### src/rtl/alu_pkg.sv
// Shared constants and types for the ALU control decoder: ALUFun codes,
// MIPS opcode/funct values, operand-select encodings and skid-buffer states.
// The per-entry illegal flag exists only when ALU_CTRL_TRAP_ILLEGAL_EN is defined.
package alu_pkg;

  localparam logic [5:0] ALU_ADD = 6'b000000;
  localparam logic [5:0] ALU_SUB = 6'b000001;
  localparam logic [5:0] ALU_AND = 6'b011000;
  localparam logic [5:0] ALU_OR  = 6'b011110;
  localparam logic [5:0] ALU_XOR = 6'b010110;
  localparam logic [5:0] ALU_NOR = 6'b010001;
  localparam logic [5:0] ALU_SLL = 6'b100000;
  localparam logic [5:0] ALU_SRL = 6'b100001;
  localparam logic [5:0] ALU_SRA = 6'b100011;
  localparam logic [5:0] ALU_EQ  = 6'b110011;
  localparam logic [5:0] ALU_NEQ = 6'b110001;
  localparam logic [5:0] ALU_LT  = 6'b110101;
  localparam logic [5:0] ALU_LEZ = 6'b111101;
  localparam logic [5:0] ALU_GEZ = 6'b111001;
  localparam logic [5:0] ALU_GTZ = 6'b111111;

  localparam logic [5:0] OP_RTYPE  = 6'h00;
  localparam logic [5:0] OP_REGIMM = 6'h01;
  localparam logic [5:0] OP_BEQ    = 6'h04;
  localparam logic [5:0] OP_BNE    = 6'h05;
  localparam logic [5:0] OP_BLEZ   = 6'h06;
  localparam logic [5:0] OP_BGTZ   = 6'h07;
  localparam logic [5:0] OP_ADDI   = 6'h08;
  localparam logic [5:0] OP_ADDIU  = 6'h09;
  localparam logic [5:0] OP_SLTI   = 6'h0A;
  localparam logic [5:0] OP_SLTIU  = 6'h0B;
  localparam logic [5:0] OP_ANDI   = 6'h0C;
  localparam logic [5:0] OP_LUI    = 6'h0F;
  localparam logic [5:0] OP_LW     = 6'h23;
  localparam logic [5:0] OP_SW     = 6'h2B;

  localparam logic [5:0] FN_SLL  = 6'h00;
  localparam logic [5:0] FN_SRL  = 6'h02;
  localparam logic [5:0] FN_SRA  = 6'h03;
  localparam logic [5:0] FN_JR   = 6'h08;
  localparam logic [5:0] FN_ADD  = 6'h20;
  localparam logic [5:0] FN_ADDU = 6'h21;
  localparam logic [5:0] FN_SUB  = 6'h22;
  localparam logic [5:0] FN_SUBU = 6'h23;
  localparam logic [5:0] FN_AND  = 6'h24;
  localparam logic [5:0] FN_OR   = 6'h25;
  localparam logic [5:0] FN_XOR  = 6'h26;
  localparam logic [5:0] FN_NOR  = 6'h27;
  localparam logic [5:0] FN_SLT  = 6'h2A;
  localparam logic [5:0] FN_SLTU = 6'h2B;

  localparam logic [1:0] ASEL_RS      = 2'd0;
  localparam logic [1:0] ASEL_SHAMT   = 2'd1;
  localparam logic [1:0] ASEL_CONST16 = 2'd2;

  localparam logic [1:0] BSEL_RT   = 2'd0;
  localparam logic [1:0] BSEL_SEXT = 2'd1;
  localparam logic [1:0] BSEL_ZEXT = 2'd2;
  localparam logic [1:0] BSEL_ZERO = 2'd3;

  typedef enum logic [1:0] {
    SKID_EMPTY = 2'd0,
    SKID_ONE   = 2'd1,
    SKID_FULL  = 2'd2
  } skid_state_e;

  typedef struct packed {
    logic [5:0] alufun;
    logic       sign;
    logic [1:0] asel;
    logic [1:0] bsel;
`ifdef ALU_CTRL_TRAP_ILLEGAL_EN
    logic       illegal;
`endif
  } alu_ctrl_t;

endpackage

### src/rtl/alu_skid_buf.sv
// Two-entry in-order valid/ready buffer with registered upstream ready.
// State is exported on state_o; data_o always holds the oldest entry.
module alu_skid_buf
  import alu_pkg::*;
#(
  parameter int WIDTH = 11,
  parameter int DEPTH = 2
) (
  input  logic             clk_i,
  input  logic             rst_i,
  input  logic             flush_i,
  input  logic             valid_i,
  output logic             ready_o,
  input  logic [WIDTH-1:0] data_i,
  input  logic             ready_i,
  output logic [WIDTH-1:0] data_o,
  output skid_state_e      state_o
);

  // Handshake: a transfer happens on a clock edge where valid and ready are
  // both high; flush_i overrides both transfers in that cycle.
  if (DEPTH != 2) begin : g_bad_depth
    $error("alu_skid_buf: DEPTH must be 2");
  end

  skid_state_e      state_q, state_d;
  logic             ready_q, ready_d;
  logic [WIDTH-1:0] head_q, head_d;
  logic [WIDTH-1:0] tail_q, tail_d;
  logic             acc, iss;

  assign acc = valid_i & ready_q;
  assign iss = (state_q != SKID_EMPTY) & ready_i;

  always_comb begin
    state_d = state_q;
    head_d  = head_q;
    tail_d  = tail_q;
    if (flush_i) begin
      state_d = SKID_EMPTY;
    end else begin
      case (state_q)
        SKID_EMPTY: begin
          if (acc) begin
            state_d = SKID_ONE;
            head_d  = data_i;
          end
        end
        SKID_ONE: begin
          if (acc && iss) begin
            head_d = data_i;
          end else if (acc) begin
            state_d = SKID_FULL;
            tail_d  = data_i;
          end else if (iss) begin
            state_d = SKID_EMPTY;
          end
        end
        SKID_FULL: begin
          if (iss) begin
            state_d = SKID_ONE;
            head_d  = tail_q;
          end
        end
        default: state_d = SKID_EMPTY;
      endcase
    end
    ready_d = (state_d != SKID_FULL);
  end

  always_ff @(posedge clk_i) begin
    if (rst_i) begin
      state_q <= SKID_EMPTY;
      ready_q <= 1'b0;
      head_q  <= '0;
      tail_q  <= '0;
    end else begin
      state_q <= state_d;
      ready_q <= ready_d;
      head_q  <= head_d;
      tail_q  <= tail_d;
    end
  end

  assign ready_o = ready_q;
  assign data_o  = head_q;
  assign state_o = state_q;

endmodule

### src/rtl/alu_ctrl_decoder.sv
// Decodes MIPS instructions into ALU controls ahead of a 2-entry skid buffer.
// Define ALU_CTRL_TRAP_ILLEGAL_EN to flag unlisted encodings and count them.
module alu_ctrl_decoder
  import alu_pkg::*;
#(
  parameter int         SKID_DEPTH = 2,
  parameter logic [5:0] RST_ALUFUN = 6'b000000
) (
  input  logic        iClk,
  input  logic        iRst,
  input  logic [31:0] iInstr,
  input  logic        iValid,
  output logic        oReady,
  input  logic        iFlush,
  output logic        oValid,
  input  logic        iReady,
  output logic [5:0]  oALUFun,
  output logic        oSign,
  output logic [1:0]  oASel,
  output logic [1:0]  oBSel,
`ifdef ALU_CTRL_TRAP_ILLEGAL_EN
  output logic [15:0] oIllegalCnt,
`endif
  output logic        oIllegal
);

  alu_ctrl_t   dec;
  alu_ctrl_t   head;
  skid_state_e skid_state;
  logic [5:0]  opcode, funct;
  logic [4:0]  rt;
  logic        valid;

  assign opcode = iInstr[31:26];
  assign rt     = iInstr[20:16];
  assign funct  = iInstr[5:0];

  always_comb begin
    dec      = '0;
    dec.bsel = BSEL_ZERO;
    case (opcode)
      OP_RTYPE: begin
        dec.bsel = BSEL_RT;
        case (funct)
          FN_ADD:  begin dec.alufun = ALU_ADD; dec.sign = 1'b1; end
          FN_ADDU: dec.alufun = ALU_ADD;
          FN_SUB:  begin dec.alufun = ALU_SUB; dec.sign = 1'b1; end
          FN_SUBU: dec.alufun = ALU_SUB;
          FN_AND:  dec.alufun = ALU_AND;
          FN_OR:   dec.alufun = ALU_OR;
          FN_XOR:  dec.alufun = ALU_XOR;
          FN_NOR:  dec.alufun = ALU_NOR;
          FN_SLT:  begin dec.alufun = ALU_LT; dec.sign = 1'b1; end
          FN_SLTU: dec.alufun = ALU_LT;
          FN_SLL:  begin dec.alufun = ALU_SLL; dec.asel = ASEL_SHAMT; end
          FN_SRL:  begin dec.alufun = ALU_SRL; dec.asel = ASEL_SHAMT; end
          FN_SRA:  begin dec.alufun = ALU_SRA; dec.asel = ASEL_SHAMT; end
          FN_JR:   dec.alufun = ALU_ADD;
          default: begin
            dec.bsel = BSEL_ZERO;
`ifdef ALU_CTRL_TRAP_ILLEGAL_EN
            dec.illegal = 1'b1;
`endif
          end
        endcase
      end
      OP_ADDI:  begin dec.alufun = ALU_ADD; dec.sign = 1'b1; dec.bsel = BSEL_SEXT; end
      OP_ADDIU: begin dec.alufun = ALU_ADD; dec.bsel = BSEL_SEXT; end
      OP_SLTI:  begin dec.alufun = ALU_LT; dec.sign = 1'b1; dec.bsel = BSEL_SEXT; end
      OP_SLTIU: begin dec.alufun = ALU_LT; dec.bsel = BSEL_SEXT; end
      OP_ANDI:  begin dec.alufun = ALU_AND; dec.bsel = BSEL_ZEXT; end
      // lui is realised as (zext imm) << 16 using the constant A operand.
      OP_LUI: begin
        dec.alufun = ALU_SLL;
        dec.asel   = ASEL_CONST16;
        dec.bsel   = BSEL_ZEXT;
      end
      OP_LW, OP_SW: begin dec.alufun = ALU_ADD; dec.sign = 1'b1; dec.bsel = BSEL_SEXT; end
      OP_BEQ:  begin dec.alufun = ALU_EQ; dec.bsel = BSEL_RT; end
      OP_BNE:  begin dec.alufun = ALU_NEQ; dec.bsel = BSEL_RT; end
      OP_BLEZ: begin dec.alufun = ALU_LEZ; dec.sign = 1'b1; end
      OP_BGTZ: begin dec.alufun = ALU_GTZ; dec.sign = 1'b1; end
      OP_REGIMM: begin
        case (rt)
          5'd0: begin dec.alufun = ALU_LT; dec.sign = 1'b1; end
          5'd1: begin dec.alufun = ALU_GEZ; dec.sign = 1'b1; end
          default: begin
`ifdef ALU_CTRL_TRAP_ILLEGAL_EN
            dec.illegal = 1'b1;
`endif
          end
        endcase
      end
      default: begin
`ifdef ALU_CTRL_TRAP_ILLEGAL_EN
        dec.illegal = 1'b1;
`endif
      end
    endcase
  end

  alu_skid_buf #(
    .WIDTH($bits(alu_ctrl_t)),
    .DEPTH(SKID_DEPTH)
  ) u_skid (
    .clk_i  (iClk),
    .rst_i  (iRst),
    .flush_i(iFlush),
    .valid_i(iValid),
    .ready_o(oReady),
    .data_i (dec),
    .ready_i(iReady),
    .data_o (head),
    .state_o(skid_state)
  );

  // Stale buffer contents are masked so idle outputs match the reset values.
  assign valid   = (skid_state != SKID_EMPTY);
  assign oValid  = valid;
  assign oALUFun = valid ? head.alufun : RST_ALUFUN;
  assign oSign   = valid & head.sign;
  assign oASel   = valid ? head.asel : 2'b00;
  assign oBSel   = valid ? head.bsel : 2'b00;

`ifdef ALU_CTRL_TRAP_ILLEGAL_EN
  logic [15:0] ill_cnt_q, ill_cnt_d;

  always_comb begin
    ill_cnt_d = ill_cnt_q;
    if (iValid && oReady && !iFlush && dec.illegal && (ill_cnt_q != 16'hFFFF)) begin
      ill_cnt_d = ill_cnt_q + 16'd1;
    end
  end

  always_ff @(posedge iClk) begin
    if (iRst) ill_cnt_q <= '0;
    else      ill_cnt_q <= ill_cnt_d;
  end

  assign oIllegalCnt = ill_cnt_q;
  assign oIllegal    = valid & head.illegal;
`else
  assign oIllegal = 1'b0;
`endif

endmodule

### config.mk
export PLATFORM = sky130hd
export DESIGN_NAME = alu_ctrl_decoder
export DESIGN_NICKNAME = d
export VERILOG_FILES = /design/src/rtl/alu_pkg.sv /design/src/rtl/alu_skid_buf.sv /design/src/rtl/alu_ctrl_decoder.sv
export SDC_FILE = /design/constraint.sdc
export NUM_CORES = 1
export LEC_CHECK = 0
export CAP_MARGIN = 5
export CORE_MARGIN = 2
export CORE_UTILIZATION = 51
export CTS_CLUSTER_DIAMETER = 80
export CTS_CLUSTER_SIZE = 12
export DETAILED_ROUTE_END_ITERATION = 6
export PLACE_DENSITY_LB_ADDON = 0.12
export RECOVER_POWER = 25
export SLEW_MARGIN = 10
export SYNTH_ARGS = -nofsm -noshare
export SYNTH_HDL_FRONTEND = slang
export SYNTH_SLANG_ARGS = --single-unit
export TNS_END_PERCENT = 30
### constraint.sdc
create_clock -name iClk -period 3.74 [get_ports iClk]
set_clock_uncertainty 0.1 [all_clocks]
set_input_delay 0.561 -clock iClk [delete_from_list [all_inputs] [get_ports iClk]]
set_output_delay 0.561 -clock iClk [all_outputs]
set_load 0.1 [all_outputs]
==> results of run 1 <==
[per-stage QoR]
stage / cells / power [mW]
finish: 299 / 0.523
global route: 299 / 0.552
CTS: 299 / 0.528
detailed placement: 295 / 0.402
global placement: 295 / 0.401
floorplan: 231 / 0.362
[power groups by stage]
| stage | clock network [mW] | registers [mW] | logic, mW |
|---|---|---|---|
| 2_1_floorplan | 0 | 0.284 | 0.0777 |
| 3_3_place_gp | 0 | 0.281 | 0.120 |
| 3_5_place_dp | 0 | 0.281 | 0.121 |
| 4_1_cts | 0.131 | 0.275 | 0.121 |
| 5_1_grt | 0.145 | 0.276 | 0.131 |
| 6_report | 0.129 | 0.275 | 0.119 |
[layout make-up]
cell class                      count  area share, %
Clock inverter                      1          0.365
Clock buffer                        3           1.09
Inverter                            4          0.729
Tap cell                           46           2.79
Multi-Input combinational cell    185           53.8
Sequential cell                    25           24.3
Timing Repair Buffer               35           16.9
[placed cells by master (no fill, tap or decap), types with 2 or more instances in the layout]
cell,synthesis,final
nand4_1,2,2
a21oi_1,14,14
a31oi_1,4,4
or4_4,2,2
and2b_2,2,2
clkbuf_4,0,3
or2_2,4,4
o21ai_0,10,10
dlygate4sd3_1,0,2
nor2b_1,18,19
nor3_1,24,24
inv_1,4,4
mux2i_1,2,2
dfxtp_1,25,25
o31ai_1,1,2
or3_1,2,2
nand2_1,23,23
a2bb2oi_1,2,2
clkdlybuf4s50_1,0,32
a211oi_1,3,3
nor4_1,2,2
o21ai_1,3,3
nand3_1,5,5
o22ai_1,3,3
a311oi_1,2,2
nor2_1,23,23
o21bai_1,2,2
nand2b_1,5,5
[synthesized netlist by cell type (all sizes together) (2+ instances only)]
cell type / instances / area share, %
o21ai: 13 / 3.7
nor2b: 19 / 7.3
inv: 4 / 0.86
o22ai: 3 / 1.1
nand2: 23 / 5.0
mux2i: 2 / 1.2
a2111oi: 2 / 2.1
nor3: 25 / 7.5
o21bai: 2 / 0.86
or3: 3 / 1.2
clkbuf: 13 / 3.4
buf: 3 / 1.3
o31ai: 3 / 2.4
nand4: 2 / 0.72
and2b: 2 / 1.0
or4: 2 / 1.3
a2bb2oi: 2 / 1.0
a21oi: 15 / 5.0
nand2b: 5 / 1.8
nor4: 2 / 0.72
a211oi: 4 / 2.0
nor2: 23 / 5.0
or2: 4 / 1.4
a311oi: 2 / 1.0
dfxtp: 25 / 29
nand3: 5 / 1.4
a31oi: 4 / 1.4
[flip-flops by register name (all words and copies together) (netlist names)]
name / flops
u_skid.state_o: 2
u_skid.ready_o: 1
u_skid.data_o: 11
u_skid.tail_q: 11
[worst max-delay path by stage]
stage | start | to | slack [ns] | cells past startpoint
after global routing | u_skid.state_o[1] | oALUFun[3] | 0.31 | 3
final | u_skid.state_o[1] | oASel[1] | 0.59 | 3
after CTS | u_skid.state_o[0] | oALUFun[3] | 0.50 | 3
after floorplan | u_skid.state_o[0] | oALUFun[0] | 0.91 | 4
after detailed placement | iInstr[27] | u_skid.data_o[10] | 0.77 | 6
after global placement | iInstr[27] | u_skid.data_o[10] | 0.79 | 6
[worst reg2reg max path: cells and delay by family (launching register included)]
family	cells	cell delay, ns
DFF	1	0.41
and+or+nand+nor	2	0.38
AOI/OAI and AO/OA	2	1.71
[layer usage]
metal | track usage, % | vias to the layer above | part of all wire [%]
li1 | - | 881 | -
met3 | 3.62 | 6 | 3.8
met4 | 5.83 | 0 | 1.3
met1 | 30.2 | 758 | 49
met2 | 35.3 | 38 | 46
met5 | 0 | - | 0
[logic make-up after synthesis]
| logic type | after synthesis |
|---|---|
| DFF | 25 |
| AOI/OAI and AO/OA | 60 |
| muxes | 2 |
| other | 1 |
| and+or+nand+nor | 122 |
| buffers and inverters | 21 |
==> flow_summary.json, run 1 <==
{
  "status": "finished, violations left",
  "violations": "capacitance limit, slew limit",
  "dr.pass1.iters": 4,
  "clkPwrFrac_pct": 24.7,
  "dieArea_um2": 3890,
  "h-tree-depth": 1,
  "synthDistinctLibCells": 56,
  "synth_xor_area_share_pct": 0,
  "cp_max_fo": 12,
  "final_util_pct": 62.2,
  "hold_depth": 2,
  "grt_pass1_vias": 1489,
  "intPower_mw": 0.362,
  "crit_chain": "nor2_1 > nor2b_1 > clkdlybuf4s50_1",
  "synthCells": 231,
  "drv_cap": 1,
  "postLayoutCellArea_um2": 2060,
  "slew_viol_final": 15,
  "place_ws_ns": 0.771,
  "crit_slowest_cell": "clkdlybuf4s50_1",
  "dp_hpwl_mm": 2.99,
  "fin_tns_setup_ns": 0,
  "postCtsSetupRepairBufs": 0,
  "p_per_area_nw_per_um2": 254,
  "synth_top_family_by_area": "simple AND/OR/NAND/NOR gates",
  "ys_seq_area_share_pct": 28.8,
  "min_period_ns": 3.15,
  "clockRootBuffer": "clkbuf_4",
  "postSynthAreaPerCell_um2": 7.52,
  "core-area_um2": 3310,
  "drc": 0,
  "ant_nets": 0,
  "fmax_mhz": 317,
  "worstSetupPathType": "flip-flop to primary output",
  "worstReg2RegEnd": "u_skid.data_o[10]",
  "reg2reg_slack_ns": 1.06,
  "setup_viol": 0,
  "row_count": 21,
  "p_leak_nw": 0.653,
  "place_congestion": 0.858,
  "cp_data_required_time_ns": 3.08,
  "drtIter0Drc": 121,
  "clockBufferDepth": 2,
  "worstPathArrival_ns": 2.49,
  "num_vias": 1683,
  "holdWs_ns": 0.350,
  "r2r_start": "u_skid.state_o[0]",
  "power_frac_comb_pct": 22.7,
  "synth_compound_area_share_pct": 25.6,
  "multi_input_area_um2": 1110,
  "cpPeakStageDelay_ns": 1.00,
  "cp.buffers_inverters": 1,
  "synthAdderAreaFrac_pct": 0,
  "ff2ff_path_depth": 4,
  "tightest_slew_ns": 1.66,
  "drive_gt1_share_pct": 7.91,
  "insertion_delay_ns": 0.33,
  "fillers": 329,
  "hold_buffers": 0,
  "post_cts_resized": 0,
  "area_delta_synth_final_pct": 18.6,
  "nets": 291,
  "syn-num-nets": 268,
  "clkSinkCount": 25,
  "track_usage_pct": 21.8,
  "initial_core_util_pct": 52.5,
  "hold_end": "u_skid.data_o[5]",
  "min_period_over_period_pct": 84.3,
  "pwr-share-seq_pct": 52.6,
  "ys_warn_count": 0,
  "synth_edf_count": 0,
  "wirelength_mm": 3.88,
  "hold_violations": 0,
  "synth.mux.area_fraction_pct": 1.15,
  "slew_headroom_pct": -11.9,
  "via_per_inst": 5.63,
  "die_x_um": 62.4,
  "numCtsBuffers": 3,
  "syn_area_um2": 1740,
  "synth-simple-area-share_pct": 38.0,
  "setup_ws_ns": 0.588,
  "grt_max_degree": 26,
  "seq_area_um2": 500,
  "synthFlopType": "dfxtp_1",
  "placed_cell_area_um2": 2050,
  "ir_worst_vdd_v": 0.000160,
  "clkTransAtPathRegs_ns": 0.16,
  "cpLargestDelayFamily": "buffers and inverters",
  "ios": 51,
  "rsz0062_at_grt": "no",
  "start_kind": "flip-flop",
  "critical_path.endpoint_type": "primary output",
  "antenna_found_initial": 0,
  "synth-async-reset-ratio_pct": 0,
  "cts_tree": "built",
  "io_buffers": 34,
  "n_antenna_cell": 0,
  "grt-ovfl-total": 0,
  "hp-class": "flip-flop to flip-flop",
  "hold_start": "u_skid.data_o[5]",
  "ys_ff_latch": 25,
  "grt_pass1_wl_mm": 6.93,
  "route.detailed.wl_per_inst_um": 13.0,
  "power_switching_mw": 0.161,
  "die_h_um": 62.4,
  "p_sw_share_pct": 30.8
}
Power figures use the tool's default switching activity.
==> run 2: changes to the inputs <==
--- a/config.mk
+++ b/config.mk
@@ -7,7 +7,7 @@
 export LEC_CHECK = 0
 export CAP_MARGIN = 5
 export CORE_MARGIN = 2
-export CORE_UTILIZATION = 51
+export CORE_UTILIZATION = 43
 export CTS_CLUSTER_DIAMETER = 80
 export CTS_CLUSTER_SIZE = 12
 export DETAILED_ROUTE_END_ITERATION = 6
==> constraint.sdc (replaced) <==
create_clock -name iClk -period 2.7 [get_ports iClk]
set_clock_uncertainty 0.1 [all_clocks]
set_input_delay 0.405 -clock iClk [delete_from_list [all_inputs] [get_ports iClk]]
set_output_delay 0.405 -clock iClk [all_outputs]
set_load 0.1 [all_outputs]
==> flow_summary.json, run 2 (synthesized netlist as in run 1, its figures left out) <==
{
  "clockBufferDepth": 2,
  "p_leak_nw": 0.758,
  "tightest_slew_ns": 1.15,
  "nets": 305,
  "ff2ff_path_depth": 4,
  "slew_headroom_pct": 23.4,
  "clkSinkCount": 25,
  "n_antenna_cell": 0,
  "reg2reg_slack_ns": 0.78,
  "cts_tree": "built",
  "min_period_over_period_pct": 85.3,
  "die_x_um": 67.6,
  "final_common_cell": "dfxtp_1",
  "dieArea_um2": 4560,
  "busiest_layer": "met2",
  "row_count": 23,
  "fin_tns_setup_ns": 0,
  "num_vias": 1754,
  "drc": 0,
  "h-tree-depth": 1,
  "layout.cells.non_filler": 317,
  "via_per_inst": 5.53,
  "status": "finished clean",
  "cp_max_fo": 3,
  "numCtsBuffers": 3,
  "fillers": 392,
  "drtIter0Drc": 65,
  "die_h_um": 67.6,
  "grt_pass1_wl_mm": 6.78,
  "use_met2_pct": 31.9,
  "drive_gt1_share_pct": 18.0,
  "min_period_ns": 2.30,
  "ir_worst_vdd_v": 0.000178,
  "setup_viol": 0,
  "worstSetupPathType": "input pin to flip-flop",
  "clockRootBuffer": "clkbuf_8",
  "setup_ws_ns": 0.396,
  "initial_core_util_pct": 44.0,
  "clkTransAtPathRegs_ns": 0.09,
  "placed_cell_area_um2": 2130,
  "grt-ovfl-total": 0,
  "ios": 51,
  "post_cts_resized": 0,
  "dp.cells": 313,
  "hp-class": "flip-flop to flip-flop",
  "place_ws_ns": 0.101,
  "grt_pass1_vias": 1453,
  "hold_violations": 0,
  "insertion_delay_ns": 0.27,
  "hold_buffers": 0,
  "holdWs_ns": 0.346,
  "track_usage_pct": 19.3,
  "power_mw": 0.780,
  "critical_path.endpoint_type": "flip-flop",
  "postLayoutCellArea_um2": 2160,
  "dp_hpwl_mm": 3.22,
  "hold_start": "u_skid.data_o[9]",
  "r2r_start": "u_skid.state_o[1]",
  "grt_max_degree": 25,
  "wirelength_mm": 4.20,
  "core-area_um2": 3940,
  "ant_nets": 0,
  "slew_viol_final": 0,
  "hold_depth": 2,
  "fmax_mhz": 434,
  "p_per_area_nw_per_um2": 361,
  "worstPathArrival_ns": 2.40,
  "place_congestion": 0.879,
  "final_cell_mix": "25 x dfxtp_1, 24 x nor3_1, 24 x buf_4, 23 x nor2_1, 23 x nand2_1",
  "crit_start": "iInstr[27]",
  "start_kind": "input pin",
  "rsz0062_at_grt": "no",
  "postCtsSetupRepairBufs": 0,
  "cp_data_required_time_ns": 2.80,
  "antenna_found_initial": 0,
  "dr.pass1.iters": 4,
  "drv_cap": 0,
  "final_util_pct": 54.9,
  "area_delta_synth_final_pct": 24.6,
  "met3_usage_pct": 2.17,
  "route.detailed.wl_per_inst_um": 13.3,
  "use_met1_pct": 26.2,
  "io_buffers": 34
}
run 2: cell type report:
class                           instances  area, um2  area share [%]
Clock inverter                          1       5.00           0.231
Tap cell                               50       62.6            2.89
Timing Repair Buffer                   49        409            18.9
Inverter                                4       15.0           0.694
Clock buffer                            3       41.3            1.91
Multi-Input combinational cell        185       1130            52.2
Sequential cell                        25        500            23.1
run 2: final timing paths:
| kind | end |
|---|---|
| worst max-delay path | u_skid.tail_q[7] |
| worst min-delay path | u_skid.data_o[9] |
| worst max register to register | u_skid.data_o[10] |
| worst min register to register | u_skid.data_o[9] |
run 2: layer usage:
layer  vias to the layer above  routed length (um)
met1                       801                1940
met3                         5                 213
met2                        47                2000
met5                         -                   0
met4                         0                  43
li1                        901                   -
run 2: report_power, final:
part,internal [mW],leakage (nW),total [mW],switching [mW]
clock,0.103,0.0255,0.221,0.117
sequential,0.376,0.203,0.381,0.00475
combinational,0.0774,0.530,0.179,0.101
total,0.557,0.758,0.780,0.223
run 2: critical path, cell delays in order:
cell and delay, ns:
clkdlybuf4s50_1 0.41, or4b_1 0.53, or4_4 0.45, o31ai_2 0.20
a21oi_1 0.16, a211oi_2 0.24
==> run 3: changes to the inputs <==
--- a/config.mk
+++ b/config.mk
@@ -11,6 +11,7 @@
 export CTS_CLUSTER_DIAMETER = 80
 export CTS_CLUSTER_SIZE = 12
 export DETAILED_ROUTE_END_ITERATION = 6
+export HOLD_SLACK_MARGIN = 0.06
 export PLACE_DENSITY_LB_ADDON = 0.12
 export RECOVER_POWER = 25
 export SLEW_MARGIN = 10
==> results of run 3 <==
Final layout, timing and power as in run 2 (identical DEF).
